<file path="src/rtl/sid_audio_decimator.sv">
// Block averager for SID samples feeding the I2S serializer: decimates by 2^DECIM_LOG2
// and holds a frame-stable sample. Define SID_AUDIO_DCB_EN to add a one-pole DC blocker.
module sid_audio_decimator #(
  parameter int DECIM_LOG2   = 4,
  parameter int INPUT_SIGNED = 0,
  parameter int DCB_SHIFT    = 8
) (
  input  logic        clk_25mhz,
  input  logic        rst_25mhz_n,
  input  logic [15:0] i_sample,
  input  logic        i_sample_stb,
  input  logic        i_frame_stb,
  input  logic        i_mute,
  output logic [15:0] o_sample,
  output logic        o_sample_stb,
  output logic [15:0] o_frame_sample,
  output logic [7:0]  o_underrun_cnt
);

  localparam int ACC_W = 16 + DECIM_LOG2;

  if (DECIM_LOG2 < 1 || DECIM_LOG2 > 8 || DCB_SHIFT < 1 || DCB_SHIFT > 17) begin : g_bad_param
    $error("sid_audio_decimator: DECIM_LOG2 must be 1..8 and DCB_SHIFT 1..17");
  end

  logic signed [15:0]      x;
  logic signed [ACC_W-1:0] x_ext;
  logic signed [ACC_W-1:0] sum;
  logic signed [ACC_W-1:0] acc_p0;
  logic [DECIM_LOG2-1:0]   cnt_p0;
  logic                    blk_done;
  logic signed [15:0]      avg;
  logic                    upd;
  logic signed [15:0]      upd_val;
  logic                    fresh;

  // SID delivers offset binary; flipping the MSB turns it into two's complement
  always_comb begin
    if (INPUT_SIGNED != 0) x = i_sample;
    else                   x = {~i_sample[15], i_sample[14:0]};
  end

  assign x_ext    = {{DECIM_LOG2{x[15]}}, x};
  assign sum      = acc_p0 + x_ext;
  assign blk_done = i_sample_stb && (cnt_p0 == {DECIM_LOG2{1'b1}});
  assign avg      = 16'(sum >>> DECIM_LOG2);

  // Stage p0: block accumulator
  always_ff @(posedge clk_25mhz or negedge rst_25mhz_n) begin
    if (!rst_25mhz_n) begin
      acc_p0 <= '0;
      cnt_p0 <= '0;
    end else if (i_sample_stb) begin
      cnt_p0 <= cnt_p0 + 1'b1;
      acc_p0 <= blk_done ? '0 : sum;
    end
  end

`ifdef SID_AUDIO_DCB_EN
  function automatic logic signed [15:0] sat16(input logic signed [17:0] v);
    if (v > 18'sd32767)       return 16'sh7FFF;
    else if (v < -18'sd32768) return 16'sh8000;
    else                      return v[15:0];
  endfunction

  logic signed [15:0] avg_p1;
  logic               vld_p1;
  logic signed [17:0] a_ext;
  logic signed [17:0] a_prev;
  logic signed [17:0] y_prev;
  logic signed [17:0] y_p1;

  // Stage p1: registered average, then the DC blocker
  always_ff @(posedge clk_25mhz or negedge rst_25mhz_n) begin
    if (!rst_25mhz_n) begin
      avg_p1 <= '0;
      vld_p1 <= 1'b0;
      a_prev <= '0;
      y_prev <= '0;
    end else begin
      vld_p1 <= blk_done;
      if (blk_done) avg_p1 <= avg;
      if (vld_p1) begin
        a_prev <= a_ext;
        y_prev <= y_p1;
      end
    end
  end

  assign a_ext   = {{2{avg_p1[15]}}, avg_p1};
  assign y_p1    = a_ext - a_prev + y_prev - (y_prev >>> DCB_SHIFT);
  assign upd     = vld_p1;
  assign upd_val = sat16(y_p1);
`else
  assign upd     = blk_done;
  assign upd_val = avg;
`endif

  // Output stage: o_sample and the fresh flag move together, so a frame strobe
  // landing on the o_sample_stb cycle sees the new value and no underrun
  always_ff @(posedge clk_25mhz or negedge rst_25mhz_n) begin
    if (!rst_25mhz_n) begin
      o_sample       <= '0;
      o_sample_stb   <= 1'b0;
      o_frame_sample <= '0;
      o_underrun_cnt <= '0;
      fresh          <= 1'b0;
    end else begin
      o_sample_stb <= upd;
      if (upd) o_sample <= upd_val;
      if (i_frame_stb) begin
        o_frame_sample <= i_mute ? 16'h0000 : o_sample;
        if (!fresh && o_underrun_cnt != 8'hFF) o_underrun_cnt <= o_underrun_cnt + 8'd1;
      end
      if (upd)              fresh <= 1'b1;
      else if (i_frame_stb) fresh <= 1'b0;
    end
  end

endmodule

</file>
<file path="config.mk">
export PLATFORM = sky130hd
export DESIGN_NAME = sid_audio_decimator
export DESIGN_NICKNAME = d
export VERILOG_FILES = /design/src/rtl/sid_audio_decimator.sv
export SDC_FILE = /design/constraint.sdc
export NUM_CORES = 1
export LEC_CHECK = 0
export ABC_AREA = 1
export BUFFER_PORTS_ARGS = -buffer_cell sky130_fd_sc_hd__buf_2
export CAP_MARGIN = 40
export CORE_UTILIZATION = 45
export DETAILED_ROUTE_END_ITERATION = 10
export HOLD_SLACK_MARGIN = 0.1
export PLACE_DENSITY_LB_ADDON = 0.12
export SETUP_SLACK_MARGIN = 0.4
export SYNTH_ARGS = -nofsm -noshare
export SYNTH_HDL_FRONTEND = slang
export SYNTH_SLANG_ARGS = --single-unit
</file>
<file path="constraint.sdc">
create_clock -name clk_25mhz -period 3.99 [get_ports clk_25mhz]
set_input_delay 0 -clock clk_25mhz [delete_from_list [all_inputs] [get_ports clk_25mhz]]
set_output_delay 0 -clock clk_25mhz [all_outputs]
set_load 0.01 [all_outputs]
</file>
==> impl_metrics.py <==
metrics = {
    "global_route": {
        "globalRouteOverflowTotal": 0,
        "grt_pass1_vias": 3126,
        "grt_use_total_pct": 22.0,
        "grt_first_pass_wirelength_mm": 15.0,
        "antenna_found_initial": 0,
        "grt_max_degree": 35,
    },
    "critical_path": {
        "crit_fanout": 4,
        "path_class": "reg -> reg",
        "cp-start-kind": "register",
        "arrival_ps": 2230,
        "crit_path_end_kind": "register",
        "ff2ff_path_depth": 13,
        "crit_start": "acc_p0[0]$_DFFE_PN0P_",
        "r2r_end": "acc_p0[16]$_DFFE_PN0P_",
        "required_ps": 4220,
        "r2r_slack_ps": 1990,
        "r2r-start": "acc_p0[0]$_DFFE_PN0P_",
    },
    "floorplan": {
        "die_y_um": 94.2,
        "dieArea_um2": 8880,
        "coreArea_um2": 8220,
        "die_x_um": 94.2,
        "io_pins": 62,
        "rows": 33,
        "start_util_pct": 46.6,
    },
    "synthesis": {
        "async_flop_share_pct": 100,
        "synthFlopType": "dfrtp_1",
        "synth_cells": 492,
        "avgSynthCellArea_um2": 7.78,
        "synth-edff-count": 0,
        "synth_area_um2": 3830,
        "synth_fp_nets": 535,
        "ys_seq_elements": 66,
        "yosysUniqueCellTypes": 31,
        "synth_warnings": 0,
        "seq_area_frac_synth_pct": 43.1,
    },
    "timing": {
        "fin_setup_tns_ps": 0,
        "post-route-min-period_ps": 2000,
        "setup_viol": 0,
        "final_max_slew_viol_count": 0,
        "hold_viol": 0,
        "worst_pin_slew_ps": 742,
        "grt_setup_unrepaired": "no",
        "relSlewSlack_pct": 50.6,
        "fin_ws_ps": 1990,
        "fin_worst_skew_ps": 11.6,
        "timing.fmax_mhz": 500,
        "fin_crit_sh_pct": 50.1,
        "hold-worst-slack_ps": 114,
    },
    "clock_network": {
        "numCtsBuffers": 9,
        "cts_tree": "yes",
        "post_cts_resized": 0,
        "h-tree-depth": 3,
        "cts_root_buf": "clkbuf_8",
        "cts_sinks": 66,
        "cts.reportedPaths.clkPinSlew_ps": 70,
        "hold_buffers": 3,
        "post-cts-setup-buffer-count": 0,
        "clk_path_buf_depth": 2,
        "clkLatencyLatePin_ps": 340,
    },
    "finish": {
        "num-fill-cells": 802,
        "syn2layout_area_growth_pct": 15.2,
        "num_antenna_cells": 0,
        "final_nets": 600,
        "layout-drive-gt1-share_pct": 18.9,
    },
    "power_and_ir_drop": {
        "p_int_uw": 1770,
        "swShare_pct": 44.7,
        "p_comb_share_pct": 50.0,
        "max-vdd-ir-drop_mv": 0.251,
        "p_clk_share_pct": 14.8,
        "leakage_uw": 0.00238,
        "powerDensity_nw_per_um2": 727,
        "p_switching_uw": 1430,
        "p_total_uw": 3210,
        "seqPwrFrac_pct": 35.2,
    },
    "detailed_routing": {
        "route.detailed.drc": 0,
        "drt_wl_total_mm": 8.69,
        "wl_per_cell_um": 13.0,
        "top_layer": "met4",
        "vias": 3323,
        "route.met2.wl_mm": 3.67,
        "drtIter0Drc": 138,
        "detail_route.first_pass.iterations": 5,
        "ant_nets": 0,
        "via_per_inst": 4.99,
        "wl_met1_mm": 4.51,
        "wl_met3_um": 384,
    },
    "job": {
        "maxCapViolCount": 0,
    },
    "status": {
        "status": "complete, no violations",
    },
    "placement": {
        "placement.io_buffers": 61,
        "gp_congestion": 0.856,
        "dp_slack_ps": 1990,
        "dp.final_hpwl_mm": 6.53,
    },
    "hold_path": {
        "whs_endpoint": "acc_p0[19]$_DFFE_PN0P_",
        "min_from": "i_sample[15]",
        "hold_depth": 6,
        "hp-class": "in -> reg",
    },
}
worst max-delay path, cell delays in order, from the launching register on:
cell and delay (ps):
dfrtp_1 350, ha_1 190, inv_1 60, fa_1 410, inv_1 110, nand3_1 80
nand3_1 110, nand2_1 60, nand2_1 160, nand2_1 100, nand2_1 70, nand2_1 60
nand3_1 70, nand2_1 50
sequential cells by signal, indices dropped and copies added (netlist names):
register        count
fresh               1
o_underrun_cnt      8
o_sample_stb        1
o_frame_sample     16
o_sample           16
cnt_p0              4
acc_p0             20
layer usage:
layer,global-route usage [%],up-vias
met1,32.8,1517
met5,0,-
met2,32.0,89
met4,8.33,0
li1,-,1708
met3,3.16,9
worst max path at each step:
stage | endpoint | slack (ps) | cells after the start
2_1_floorplan | acc_p0[12]$_DFFE_PN0P_ | 2260 | 13
3_3_place_gp | acc_p0[12]$_DFFE_PN0P_ | 2060 | 13
3_5_place_dp | acc_p0[16]$_DFFE_PN0P_ | 1990 | 13
4_1_cts | acc_p0[16]$_DFFE_PN0P_ | 1990 | 13
5_1_grt | o_sample[8]$_DFFE_PN0P_ | 1760 | 13
6_report | acc_p0[16]$_DFFE_PN0P_ | 1990 | 13
metrics by stage:
step | instances | cell area, µm² | utilization [%]
floorplan | 492 | 3830 | -
global placement | 648 | 4220 | 51.4
detailed placement | 648 | 4220 | 51.4
CTS | 666 | 4410 | 53.7
global route | 666 | 4410 | 53.7
finish | 666 | 4410 | 53.7
placed cells by master, fill, tap and decap left out, drive strengths merged:
cell / n
buf: 63
nor3: 2
and2: 3
clkbuf: 9
or2: 1
inv: 68
nand4: 7
fa: 1
o21ai: 30
a21oi: 14
nand3b: 11
clkinvlp: 2
ha: 21
a32o: 1
clkinv: 4
nor2: 27
o21bai: 2
nand3: 52
o22ai: 4
dlygate4sd3: 3
a22o: 1
dfrtp: 66
xor2: 8
nand2: 154
xnor2: 7
area by class of cell:
class	count	area [µm²]	area share, %
tap	105	131	2.98
multi-input combinational	346	1860	42.2
clock buffer	9	124	2.81
sequential	66	1650	37.4
timing repair buffer	66	350	7.94
clock inverter	6	35.0	0.794
inverter	68	255	5.79
logic make-up (layout without fill, tap and decap cells):
group	count (synthesis)	count (layout)	synth area share, %
AO/OA/AOI/OAI	52	52	7.39
XOR/XNOR	15	15	3.43
adder cells (fa/ha/maj)	22	22	7.39
buffers and inverters	80	149	8.20
flip-flops	66	66	43.1
AND/OR/NAND/NOR	257	257	30.5
synthesized netlist by cell type (2+ instances only):
master	n	area, µm²
nand3_2	4	40.0
o21bai_1	2	15.0
inv_2	5	18.8
xor2_1	8	70.1
xnor2_1	7	61.3
nand4_1	7	43.8
buf_4	3	22.5
nor2_2	5	31.3
ha_1	21	263
inv_1	63	236
buf_2	2	10.0
o21ai_0	28	140
and2_1	2	12.5
nor2_1	22	82.6
clkbuf_1	7	26.3
nand2_1	144	541
o22ai_1	4	25.0
dfrtp_1	66	1650
nand2_2	10	62.6
a21oi_1	13	65.1
o21ai_1	2	10.0
nand3b_1	11	82.6
nand3_1	48	240
power by group through the flow:
stage | clock network (µW) | logic (µW) | registers (µW)
floorplan | 0 | 1120 | 1160
global placement | 0 | 1570 | 1130
detailed placement | 0 | 1600 | 1130
CTS | 491 | 1610 | 1130
global route | 524 | 1860 | 1160
finish | 474 | 1600 | 1130
(Power assumes the default switching activity.)
